[src/rtl/alu_ctrl_pkg.sv]
// Shared ALU control codes, ALUOp encodings and sequencer state type.
package alu_ctrl_pkg;

  localparam logic [3:0] ALU_ADD     = 4'b0000;
  localparam logic [3:0] ALU_SUB     = 4'b0001;
  localparam logic [3:0] ALU_MUL     = 4'b0010;
  localparam logic [3:0] ALU_AND     = 4'b0011;
  localparam logic [3:0] ALU_OR      = 4'b0100;
  localparam logic [3:0] ALU_XOR     = 4'b0101;
  localparam logic [3:0] ALU_SLL     = 4'b0110;
  localparam logic [3:0] ALU_SRL     = 4'b0111;
  localparam logic [3:0] ALU_SRA     = 4'b1000;
  localparam logic [3:0] ALU_ILLEGAL = 4'b1111;

  localparam logic [1:0] ALUOP_LS = 2'b00;
  localparam logic [1:0] ALUOP_BR = 2'b01;
  localparam logic [1:0] ALUOP_R  = 2'b10;
  localparam logic [1:0] ALUOP_I  = 2'b11;

  typedef enum logic [1:0] {
    ST_IDLE = 2'd0,
    ST_MULW = 2'd1,
    ST_HOLD = 2'd2
  } state_t;

endpackage

[src/rtl/alu_ctrl_decode.sv]
// Combinational decode of ALUOp plus instruction fields into an ALU control code.
module alu_ctrl_decode
  import alu_ctrl_pkg::*;
(
  input  logic [31:0] funct_i,
  input  logic [1:0]  ALUOp_i,
  output logic [3:0]  code,
  output logic        is_mul
);

  // Only bits 30, 25 and 14:12 carry decode information.
  logic unused_bits;
  assign unused_bits = ^{funct_i[31], funct_i[29:26], funct_i[24:15], funct_i[11:0]};

  logic [4:0] r_key;
  assign r_key = {funct_i[30], funct_i[25], funct_i[14:12]};

  // Map ALUOp class and function fields to a control code; unknown keys are ILLEGAL.
  always_comb begin
    code = ALU_ILLEGAL;
    case (ALUOp_i)
      ALUOP_LS: code = ALU_ADD;
      ALUOP_BR: code = ALU_SUB;
      ALUOP_R: begin
        case (r_key)
          5'b0_0_000: code = ALU_ADD;
          5'b1_0_000: code = ALU_SUB;
          5'b0_1_000: code = ALU_MUL;
          5'b0_0_111: code = ALU_AND;
          5'b0_0_110: code = ALU_OR;
          5'b0_0_100: code = ALU_XOR;
          5'b0_0_001: code = ALU_SLL;
          5'b0_0_101: code = ALU_SRL;
          5'b1_0_101: code = ALU_SRA;
          default:    code = ALU_ILLEGAL;
        endcase
      end
      ALUOP_I: begin
        case (funct_i[14:12])
          3'b000:  code = ALU_ADD;
          3'b111:  code = ALU_AND;
          3'b110:  code = ALU_OR;
          3'b100:  code = ALU_XOR;
          3'b001:  code = ALU_SLL;
          3'b101:  code = funct_i[30] ? ALU_SRA : ALU_SRL;
          default: code = ALU_ILLEGAL;
        endcase
      end
      default: code = ALU_ILLEGAL;
    endcase
  end

  assign is_mul = (code == ALU_MUL);

endmodule

[src/rtl/alu_op_sequencer.sv]
// Accepts decode requests, stretches MUL to MUL_CYCLES latency and holds
// results until the consumer takes them. MUL_CYCLES legal range is 1..15;
// CTRL_W is expected to be at least 4.
module alu_op_sequencer
  import alu_ctrl_pkg::*;
#(
  parameter int MUL_CYCLES = 4,
  parameter int CTRL_W     = 4
) (
  input  logic              clk_i,
  input  logic              rst_i,
  input  logic              flush_i,
  input  logic              valid_i,
  output logic              ready_o,
  input  logic [31:0]       funct_i,
  input  logic [1:0]        ALUOp_i,
  output logic              valid_o,
  input  logic              ready_i,
  output logic [CTRL_W-1:0] ALUCtrl_o,
  output logic              illegal_o,
  output logic              busy_o
);

  localparam int CNT_W = $clog2(MUL_CYCLES + 1);

  state_t           state, state_n;
  logic [CNT_W-1:0] cnt, cnt_n;
  logic [3:0]       code_q, code_n;
  logic             ill_q, ill_n;
  logic [3:0]       dec_code;
  logic             dec_mul;
  logic             accept;

  alu_ctrl_decode u_dec (
    .funct_i (funct_i),
    .ALUOp_i (ALUOp_i),
    .code    (dec_code),
    .is_mul  (dec_mul)
  );

  // A new request can land when idle, or when the held result leaves this cycle.
  assign ready_o = !flush_i && ((state == ST_IDLE) || ((state == ST_HOLD) && ready_i));
  assign accept  = valid_i && ready_o;

  // Next-state, counter and result-register update; flush wins over everything.
  always_comb begin
    state_n = state;
    cnt_n   = cnt;
    code_n  = code_q;
    ill_n   = ill_q;
    if (flush_i) begin
      state_n = ST_IDLE;
      cnt_n   = '0;
    end else begin
      case (state)
        ST_IDLE, ST_HOLD: begin
          if (accept) begin
            code_n = dec_code;
            ill_n  = (dec_code == ALU_ILLEGAL);
            if (dec_mul && (MUL_CYCLES > 1)) begin
              cnt_n   = CNT_W'(MUL_CYCLES - 1);
              state_n = ST_MULW;
            end else begin
              state_n = ST_HOLD;
            end
          end else if ((state == ST_HOLD) && ready_i) begin
            state_n = ST_IDLE;
          end
        end
        ST_MULW: begin
          // The last wait cycle is the one where the counter reads 1.
          if (cnt == CNT_W'(1)) begin
            cnt_n   = '0;
            state_n = ST_HOLD;
          end else begin
            cnt_n = cnt - CNT_W'(1);
          end
        end
        default: begin
          state_n = ST_IDLE;
          cnt_n   = '0;
        end
      endcase
    end
  end

  // State and output registers with synchronous active-low reset.
  always_ff @(posedge clk_i) begin
    if (!rst_i) begin
      state  <= ST_IDLE;
      cnt    <= '0;
      code_q <= ALU_ADD;
      ill_q  <= 1'b0;
    end else begin
      state  <= state_n;
      cnt    <= cnt_n;
      code_q <= code_n;
      ill_q  <= ill_n;
    end
  end

  assign valid_o   = (state == ST_HOLD);
  assign busy_o    = (state == ST_MULW);
  assign ALUCtrl_o = CTRL_W'(code_q);
  assign illegal_o = ill_q;

endmodule

[config.mk]
export PLATFORM = sky130hd
export DESIGN_NAME = alu_op_sequencer
export DESIGN_NICKNAME = d
export VERILOG_FILES = /design/src/rtl/alu_ctrl_pkg.sv /design/src/rtl/alu_ctrl_decode.sv /design/src/rtl/alu_op_sequencer.sv
export SDC_FILE = /design/constraint.sdc
export NUM_CORES = 1
export LEC_CHECK = 0
export CAP_MARGIN = 25
export CORE_MARGIN = 2
export CORE_UTILIZATION = 36
export DETAILED_ROUTE_END_ITERATION = 12
export HOLD_SLACK_MARGIN = 0.15
export PLACE_DENSITY = 0.89
export SLEW_MARGIN = 15
export SYNTH_ARGS = -nofsm -noshare
export SYNTH_HDL_FRONTEND = slang
export SYNTH_HIERARCHICAL = 1
export SYNTH_SLANG_ARGS = --single-unit
[constraint.sdc]
create_clock -name clk_i -period 2.5 [get_ports clk_i]
set_clock_uncertainty 0.2 [all_clocks]
set_input_delay 0.25 -clock clk_i [delete_from_list [all_inputs] [get_ports clk_i]]
set_output_delay 0.25 -clock clk_i [all_outputs]
set_load 0.005 [all_outputs]
======== Word-level counts from Yosys, hierarchy flattened ========
Memories as Yosys holds them, arrays and structs flattened.
Cells that the tools add are included.
word-level totals
  ROM bits ................................ 128
  register bits after elaboration ......... 10
  output and inout port bits .............. 8
  memories kept ........................... 1
memory list
  name              words  bits a word  rd ports  clocked after memory_dff  wr ports  RTL line               source
  (name not given)  32     4            1         0                         0         alu_ctrl_decode.sv:25  case (r_key)
cells by class
  add/subtract/negate cells ............... 1
  equal/unequal tests ..................... 17
  bitwise gates (word level) .............. 2
  muxes and demuxes ....................... 12
  reductions and logical operators ........ 13
operators with widths
  kind                 count
  $pmux 4 s6           1
  $pmux 4 s4           1
  $eq 3x3->1 const B   4
  $mux 3               3
  $mux 2               4
  $eq 2x2->1 const B   3
  $eq 3x1->1 const B   2
  $pmux 3 s2           1
  $eq 2x1->1 const B   2
  $eq 4x2->1 const B   1
  $eq 4x4->1 const B   1
  $logic_not 2->1      2
  $mux 4               1
  $ne 2x2->1 const B   2
  $pmux 2 s2           1
  $reduce_and 2->1     2
  $reduce_or 2->1      2
  $logic_and 1x1->1    3
  $logic_not 3->1      1
  $ne 3x3->1 const B   1
  $reduce_and 3->1     1
  $sub 3x1->3 const B  1
  $ne 2x1->1 const B   1
  $not 1->1            2
  other kinds (2)      2

======== Logic depth before layout (Yosys ltp) ========
Gate-level depths: netlist of run 1.
  depth in word-level cells ............... 7
  gate-level depth with buffers ........... 8

======== By module ========
The synthesis of run 1 kept the hierarchy.
modules (own cells, without submodules)
  module            area each (um2)  cells each  sequential area each (um2)  times used
  alu_op_sequencer  545.5            63          200.2                       1
  alu_ctrl_decode   222.7            34          0.0                         1

======== Least setup slack after synthesis of run 1 ========
No wires, ideal clock.
  path kind ............................... input-to-reg
  start point ............................. in funct_i[12]
  end point ............................... reg ill_q (netlist: illegal_o)
  path buffers ............................ 1
  data required time ...................... 2.230 ns
  setup time .............................. 0.070 ns
  slack ................................... 0.629 ns
  arrival time ............................ 1.601 ns
  cell stages on the path ................. 8
  cells stage by stage .................... buf_2 nand2_1 o21ai_0 a221oi_1 a311oi_1 nand4_1 or4_1 a21oi_1
between the ends
  cells in the longest elaborated chain, start to end .. 4
  elaborated cells on any way between the ends .. 10
  those cells by class .................... eq/ne (6); mux (2); reduce/logical (1); memory (1)
ends and longest elaborated chain
  item                                                                  RTL line                source
  start, declared                                                       alu_op_sequencer.sv:15  input logic [31:0] funct_i,
  parallel branches: the longest is 2 deep, another holds $mem_v2 32x4  -
  $pmux 4 s4 *                                                          alu_ctrl_decode.sv:21   case (ALUOp_i)
  net dec_code[3]                                                       alu_op_sequencer.sv:30  logic [3:0] dec_code;
  $eq 4x4->1 *                                                          alu_op_sequencer.sv:59  ill_n = (dec_code == ALU_ILLEGAL);
  end signal, assigned                                                  alu_op_sequencer.sv:98  ill_q <= ill_n;
  end, declared                                                         alu_op_sequencer.sv:29  logic ill_q, ill_n;
Mark *: on every way through the listed nets, which the timed path passes.
A chain may end at the register's enable or synchronous reset.

======== Final worst setup path of run 1 ========
  start point ............................. in funct_i[13]
  end point ............................... reg cnt[1]
between the ends
  cells in the longest elaborated chain, start to end .. 6
  elaborated cells on any way between the ends .. 12
  those cells by class .................... eq/ne (7); mux (2); reduce/logical (2); memory (1)
ends and longest elaborated chain
  item                                                                  RTL line                source
  parallel branches: the longest is 2 deep, another holds $mem_v2 32x4  -
  $pmux 4 s4 *                                                          alu_ctrl_decode.sv:21
  $eq 4x2->1 *                                                          alu_ctrl_decode.sv:53   assign is_mul = (code == ALU_MUL);
  net dec_mul                                                           alu_op_sequencer.sv:31  logic dec_mul;
  $ne 2x2->1 (no source line) *                                         -
  $reduce_and 2->1 (no source line) *                                   -
  end signal, assigned                                                  alu_op_sequencer.sv:96  cnt <= cnt_n;
  end, declared                                                         alu_op_sequencer.sv:27  logic [CNT_W-1:0] cnt, cnt_n;
Marks and branches as above.

==> results.cfg, run 1 <==
[status]
outcome = finished, final reports clean

[setup_path]
crit_type = in2reg
cp.required_ns = 2.51
cp_num_buf_inv = 2
cp_top_family = compound AO/OA/AOI/OAI gates
slowest_stage = clkdlybuf4s50_1
crit_arrival_ns = 2.33
start_kind = input pin
worstSetupEndpointType = register
path_max_fanout = 10
max_stage_delay_ns = 0.56
crit_chain = clkdlybuf4s50_1, nor2_2, nor2_1, a211oi_1, o2111a_1, inv_1, o31ai_1, o221a_1
reg2reg_slack_ns = 0.99

[cells_and_area]
drive_gt1_frac = 0.118
fin_nets = 161
nFillCells = 173
final_cells = 146
antennaDiodeCount = 0
syn_to_final_growth_pct = 32.6

[power]
leakage_nw = 0.353
power_density_nw_per_um2 = 400
p_comb_frac = 0.229
p_sw_frac = 0.263
power_w = 0.000407
p_int_w = 0.000300
switchingPower_w = 0.000107
seqPwrFrac = 0.407
vdd.ir_drop.worst_uv = 165
clkPwrFrac = 0.364

[yosys]
synth_top_family_by_area = compound AO/OA/AOI/OAI gates
yosys.area_share.adder = 0.0326
synthFlopType = dfxtp_1
synthDistinctLibCells = 37
yosysTopAreaCell = dfxtp_1
synth_compound_area_frac = 0.332
ys_seq_elements = 10
synthesis.instances = 97
yosys_warnings = 6
synth_xor_xnor_area_share = 0
synth_area_um2 = 768
muxShareOfSynthArea = 0
synth_top_area_frac = 0.261
post_synth.cell_area_avg_um2 = 7.92
yosys-top-cells-area = dfxtp_1 (26%), a21oi_1 (5.9%), o31ai_1 (5.9%), nand4_1 (4.9%), buf_6 (4.4%)
synth-simple-area-share = 0.279
synth-seq-area-share = 0.261
synth_edf_count = 0
ys_async_sr_fraction = 0
postSynthNetCount = 138

[sta]
fin_crit_sh = 0.927
hold_viol = 0
finalMaxSlewViolations = 0
relSlewSlack = 0.766
grt_setup_unrepaired = false
fmaxAchievable_mhz = 432
post-route-min-period_ns = 2.32
tightest_slew_ns = 0.345
setup_viol = 0
whs_ns = 0.267

[clock_tree]
postCtsSetupRepairBufs = 0
clockBufferDepth = 2
root_buffer = clkbuf_4
cts_buffers = 3
clock_latency_ns = 0.27
cts_tree = done
cts-resized-gates = 0
ctsHoldBuffers = 0
path_clk_slew_ns = 0.06
clock_sinks = 10
h-tree-depth = 1

[floorplan]
die_h_um = 50.2
num_io_pins = 47
fp.dieW_um = 50.2
rows = 16
initial_core_util = 0.388
dieArea_um2 = 2520
coreArea_um2 = 1980

[detailed_routing]
vias = 809
ant_nets = 0
routedWlPerCell_um = 12.4
routed_wl_um = 1820
detail_route.iter0.violations = 44
drc_errors = 0
firstDrtPassIters = 4
via_per_inst = 5.54

[global_routing]
overflow = 0
grt_max_degree = 11
grt_util_all_layers = 0.158
antenna_found_initial = 0
grt_pass1_wl_um = 3160
grt_pass1_vias = 765

[placed_design]
dp.final_hpwl_um = 1400
place_congestion = 0.844
io_buffer_count = 19
dpl.cell_count = 142

[worst_hold_path]
holdCritPathClass = reg2reg

[job]
maxCapViolations = 0
registers in the layout (all words and copies together) (netlist names):
register / flops
state: 2
ALUCtrl_o: 4
illegal_o: 1
cnt: 3
metal layers:
metal	vias up	GRT usage	share of wire
li1	412	-	-
met1	363	0.203	0.47
met2	29	0.265	0.47
met3	5	0.0179	0.044
met4	0	0.0694	0.016
met5	-	0	0
Yosys cell counts (2+ instances only):
library cell and instances:
ha_1 2, and2b_1 2, o21ai_0 3, buf_6 3
a21oi_1 9, nor3_1 3, o311ai_1 2, a31oi_1 2
buf_2 2, dfxtp_1 10, nand2b_1 4, nor2_1 6
o31ai_1 6, o21ai_1 2, inv_2 2, nand4_1 6
o221a_1 2, a211oi_1 3, inv_1 5, nor2b_1 3
nand2_1 4
stage by stage:
step / setup TNS, ns / utilization / area [µm²] / worst slack, ns
2_1_floorplan: 0 / - / 768 / 0.629
6_report: 0 / 0.514 / 1020 / 0.184
5_1_grt: 0 / 0.514 / 1020 / 0.0557
4_1_cts: 0 / 0.514 / 1020 / 0.208
3_5_place_dp: -0.165 / 0.496 / 982 / -0.0763
3_3_place_gp: 0 / 0.496 / 982 / 0.00997
layout make-up:
type                       count  area (µm²)  share of cell area
clock buffer                   4        36.3              0.0356
inverter                       7        26.3              0.0258
multi-input combinational     74         494               0.485
sequential                    10         200               0.197
tap                           27        33.8              0.0332
timing repair buffer          24         228               0.224
worst paths after layout:
check / endpoint / cells after the start / start
worst min register to register: illegal_o$_SDFFE_PN0P_ / 2 / illegal_o$_SDFFE_PN0P_
worst max-delay path: cnt[1]$_SDFFE_PP0P_ / 8 / funct_i[13]
worst max register to register: cnt[1]$_SDFFE_PP0P_ / 5 / cnt[1]$_SDFFE_PP0P_
worst min-delay path: illegal_o$_SDFFE_PN0P_ / 2 / illegal_o$_SDFFE_PN0P_
logic make-up after synthesis:
kind of cell,Yosys count
adders and majority gates,2
and+or+nand+nor,36
buffers and inverters,13
DFF,10
AOI/OAI and AO/OA,36
cells in the final DEF, fill, tap and decap left out, types with 2 or more instances in the layout:
master / netlist / routed
nor2b_1: 3 / 3
o21ai_1: 2 / 2
inv_2: 2 / 2
clkbuf_4: 0 / 3
ha_1: 2 / 2
nand2b_1: 4 / 4
a21oi_1: 9 / 9
o21ai_0: 3 / 3
nor3_1: 3 / 3
clkdlybuf4s50_1: 0 / 19
inv_1: 5 / 5
nand4_1: 6 / 6
o311ai_1: 2 / 2
o221a_1: 2 / 2
nand2_1: 4 / 4
o31ai_1: 6 / 6
a31oi_1: 2 / 2
dfxtp_1: 10 / 10
a211oi_1: 3 / 3
nor2_1: 6 / 6
buf_4: 0 / 5
and2b_1: 2 / 2
worst reg2reg max path, delay by kind of cell (launching register included):
family	cells	cell delay, ns
and+or+nand+nor	2	0.37
DFF	1	0.37
adders and majority gates	1	0.19
buffers and inverters	1	0.08
AOI/OAI and AO/OA	1	0.25
power by group through the flow:
stage / registers [W] / logic, W / clock network [W]
floorplan: 0.000169 / 0.0000499 / 0
global placement: 0.000169 / 0.0000886 / 0
detailed placement: 0.000169 / 0.0000914 / 0
CTS: 0.000166 / 0.0000921 / 0.000150
global route: 0.000166 / 0.000101 / 0.000160
finish: 0.000166 / 0.0000933 / 0.000148
Note: power is estimated with default switching activity, not from simulation.
==> run 2: changes to the inputs <==
--- a/config.mk
+++ b/config.mk
@@ -6,11 +6,12 @@
 export NUM_CORES = 1
 export LEC_CHECK = 0
 export CAP_MARGIN = 25
+export CORE_ASPECT_RATIO = 1.5
 export CORE_MARGIN = 2
-export CORE_UTILIZATION = 36
+export CORE_UTILIZATION = 39
 export DETAILED_ROUTE_END_ITERATION = 12
 export HOLD_SLACK_MARGIN = 0.15
-export PLACE_DENSITY = 0.89
+export PLACE_DENSITY = 0.95
 export SLEW_MARGIN = 15
 export SYNTH_ARGS = -nofsm -noshare
 export SYNTH_HDL_FRONTEND = slang
==> constraint.sdc (replaced) <==
create_clock -name clk_i -period 2.85 [get_ports clk_i]
set_clock_uncertainty 0.2 [all_clocks]
set_input_delay 0.285 -clock clk_i [delete_from_list [all_inputs] [get_ports clk_i]]
set_output_delay 0.285 -clock clk_i [all_outputs]
set_load 0.005 [all_outputs]
==> results.cfg, run 2 (synthesis results as in run 1) <==
[status]
outcome = finished, final reports clean

[setup_path]
reg2reg_slack_ns = 1.38
cp.required_ns = 2.86
r2r_start = state[1]$_SDFFE_PP0P_
cp-startpoint = funct_i[14]
start_kind = input pin
endpoint = illegal_o$_SDFFE_PN0P_
path_max_fanout = 10
crit_arrival_ns = 2.52
crit_type = in2reg
reg2regPathDepth = 3
reg2reg_to = illegal_o$_SDFFE_PN0P_
worstSetupEndpointType = register

[detailed_routing]
detail_route.iter0.violations = 17
routed_wl_um = 1820
firstDrtPassIters = 4
drc_errors = 0
via_per_inst = 6.07
routedWlPerCell_um = 13.5
vias = 819
ant_nets = 0

[floorplan]
dieArea_um2 = 2350
num_io_pins = 47
fp.dieW_um = 40.2
initial_core_util = 0.414
die_h_um = 58.4
coreArea_um2 = 1850
rows = 19

[sta]
tightest_slew_ns = 0.355
tns_ns = 0
setup_viol = 0
grt_setup_unrepaired = false
fin_crit_sh = 0.882
fmaxAchievable_mhz = 398
post-route-min-period_ns = 2.51
hold_viol = 0
relSlewSlack = 0.763
finalMaxSlewViolations = 0

[global_routing]
grt_pass1_vias = 703
grt_util_all_layers = 0.170
overflow = 0
antenna_found_initial = 0
grt_pass1_wl_um = 2850
grt_max_degree = 11

[clock_tree]
cts_buffers = 3
cts_tree = done
cts-resized-gates = 0
path_clk_slew_ns = 0.07
clockBufferDepth = 2
ctsHoldBuffers = 0
root_buffer = clkbuf_4
postCtsSetupRepairBufs = 0
h-tree-depth = 1
clock_latency_ns = 0.27
clock_sinks = 10

[job]
maxCapViolations = 0

[cells_and_area]
fin_nets = 156
syn_to_final_growth_pct = 26.7
drive_gt1_frac = 0.0789
largest_register_ffs = 4
final_common_cell = clkdlybuf4s50_1
antennaDiodeCount = 0
nFillCells = 185
final_cells = 135
final_cell_mix = clkdlybuf4s50_1 (19), dfxtp_1 (10), a21oi_1 (9)

[power]
vdd.ir_drop.worst_uv = 143
leakage_nw = 0.329
power_density_nw_per_um2 = 362

[worst_hold_path]
hold_depth = 2
holdCritPathClass = reg2reg

[placed_design]
io_buffer_count = 19
dp.final_hpwl_um = 1370
place_congestion = 0.747
dpl.cell_count = 131
==> run 2: cell types whose count changed in the layout (fill, tap and decap cells not counted), sizes merged <==
cell  change
buf       -5
==> run 2: worst max-delay path, cell delays in order <==
cell             delay (ns)
clkdlybuf4s50_1        0.66
nand2_1                0.12
o21ai_0                0.24
a221oi_1               0.14
a311oi_1               0.37
nand4_1                0.13
or4_1                  0.42
a21oi_1                0.15
==> run 2: how the worst min path moves through the flow <==
stage / from / to / slack (ns)
after floorplan: illegal_o$_SDFFE_PN0P_ / illegal_o$_SDFFE_PN0P_ / 0.26
after global placement: illegal_o$_SDFFE_PN0P_ / illegal_o$_SDFFE_PN0P_ / 0.25
after detailed placement: illegal_o$_SDFFE_PN0P_ / illegal_o$_SDFFE_PN0P_ / 0.27
after CTS: illegal_o$_SDFFE_PN0P_ / illegal_o$_SDFFE_PN0P_ / 0.28
after global routing: illegal_o$_SDFFE_PN0P_ / illegal_o$_SDFFE_PN0P_ / 0.30
final: illegal_o$_SDFFE_PN0P_ / illegal_o$_SDFFE_PN0P_ / 0.27
==> run 2: power breakdown <==
group	switching (W)	total, W	internal (W)
Sequential	0.00000259	0.000146	0.000143
Clock	0.0000531	0.000131	0.0000778
Combinational	0.0000381	0.0000759	0.0000378
Total	0.0000938	0.000352	0.000259
==> run 2: area by class of cell <==
cell class | count | area [µm²] | share of cell area
multi-input cells | 74 | 494 | 0.508
flip-flops and latches | 10 | 200 | 0.206
repair buffers | 19 | 190 | 0.195
clock buffers | 4 | 36.3 | 0.0373
inverters | 7 | 26.3 | 0.0270
well taps | 21 | 26.3 | 0.0270
==> run 2: through the flow <==
stage / hold slack, ns / area [µm²] / worst slack (ns) / utilization / total power [W]
floorplan: 0.260 / 768 / 0.944 / - / 0.000192
global placement: 0.254 / 937 / 0.291 / 0.505 / 0.000220
detailed placement: 0.266 / 937 / 0.130 / 0.505 / 0.000223
CTS: 0.275 / 973 / 0.428 / 0.525 / 0.000352
global route: 0.299 / 973 / 0.184 / 0.525 / 0.000368
finish: 0.273 / 973 / 0.336 / 0.525 / 0.000352
==> run 2: per-layer routing <==
| layer | track usage | vias up | share of wire |
|---|---|---|---|
| met1 | 0.196 | 382 | 0.42 |
| met5 | 0 | - | 0 |
| met4 | 0.100 | 0 | 0.021 |
| met3 | 0.0226 | 4 | 0.051 |
| met2 | 0.283 | 28 | 0.51 |
| li1 | - | 405 | - |
==> run 3: changes to the inputs <==
--- a/config.mk
+++ b/config.mk
@@ -12,6 +12,7 @@
 export DETAILED_ROUTE_END_ITERATION = 12
 export HOLD_SLACK_MARGIN = 0.15
 export PLACE_DENSITY = 0.95
+export SKIP_CTS_REPAIR_TIMING = 1
 export SLEW_MARGIN = 15
 export SYNTH_ARGS = -nofsm -noshare
 export SYNTH_HDL_FRONTEND = slang
==> results of run 3 <==
The final DEF is identical to that of run 2; final timing and power are the same.
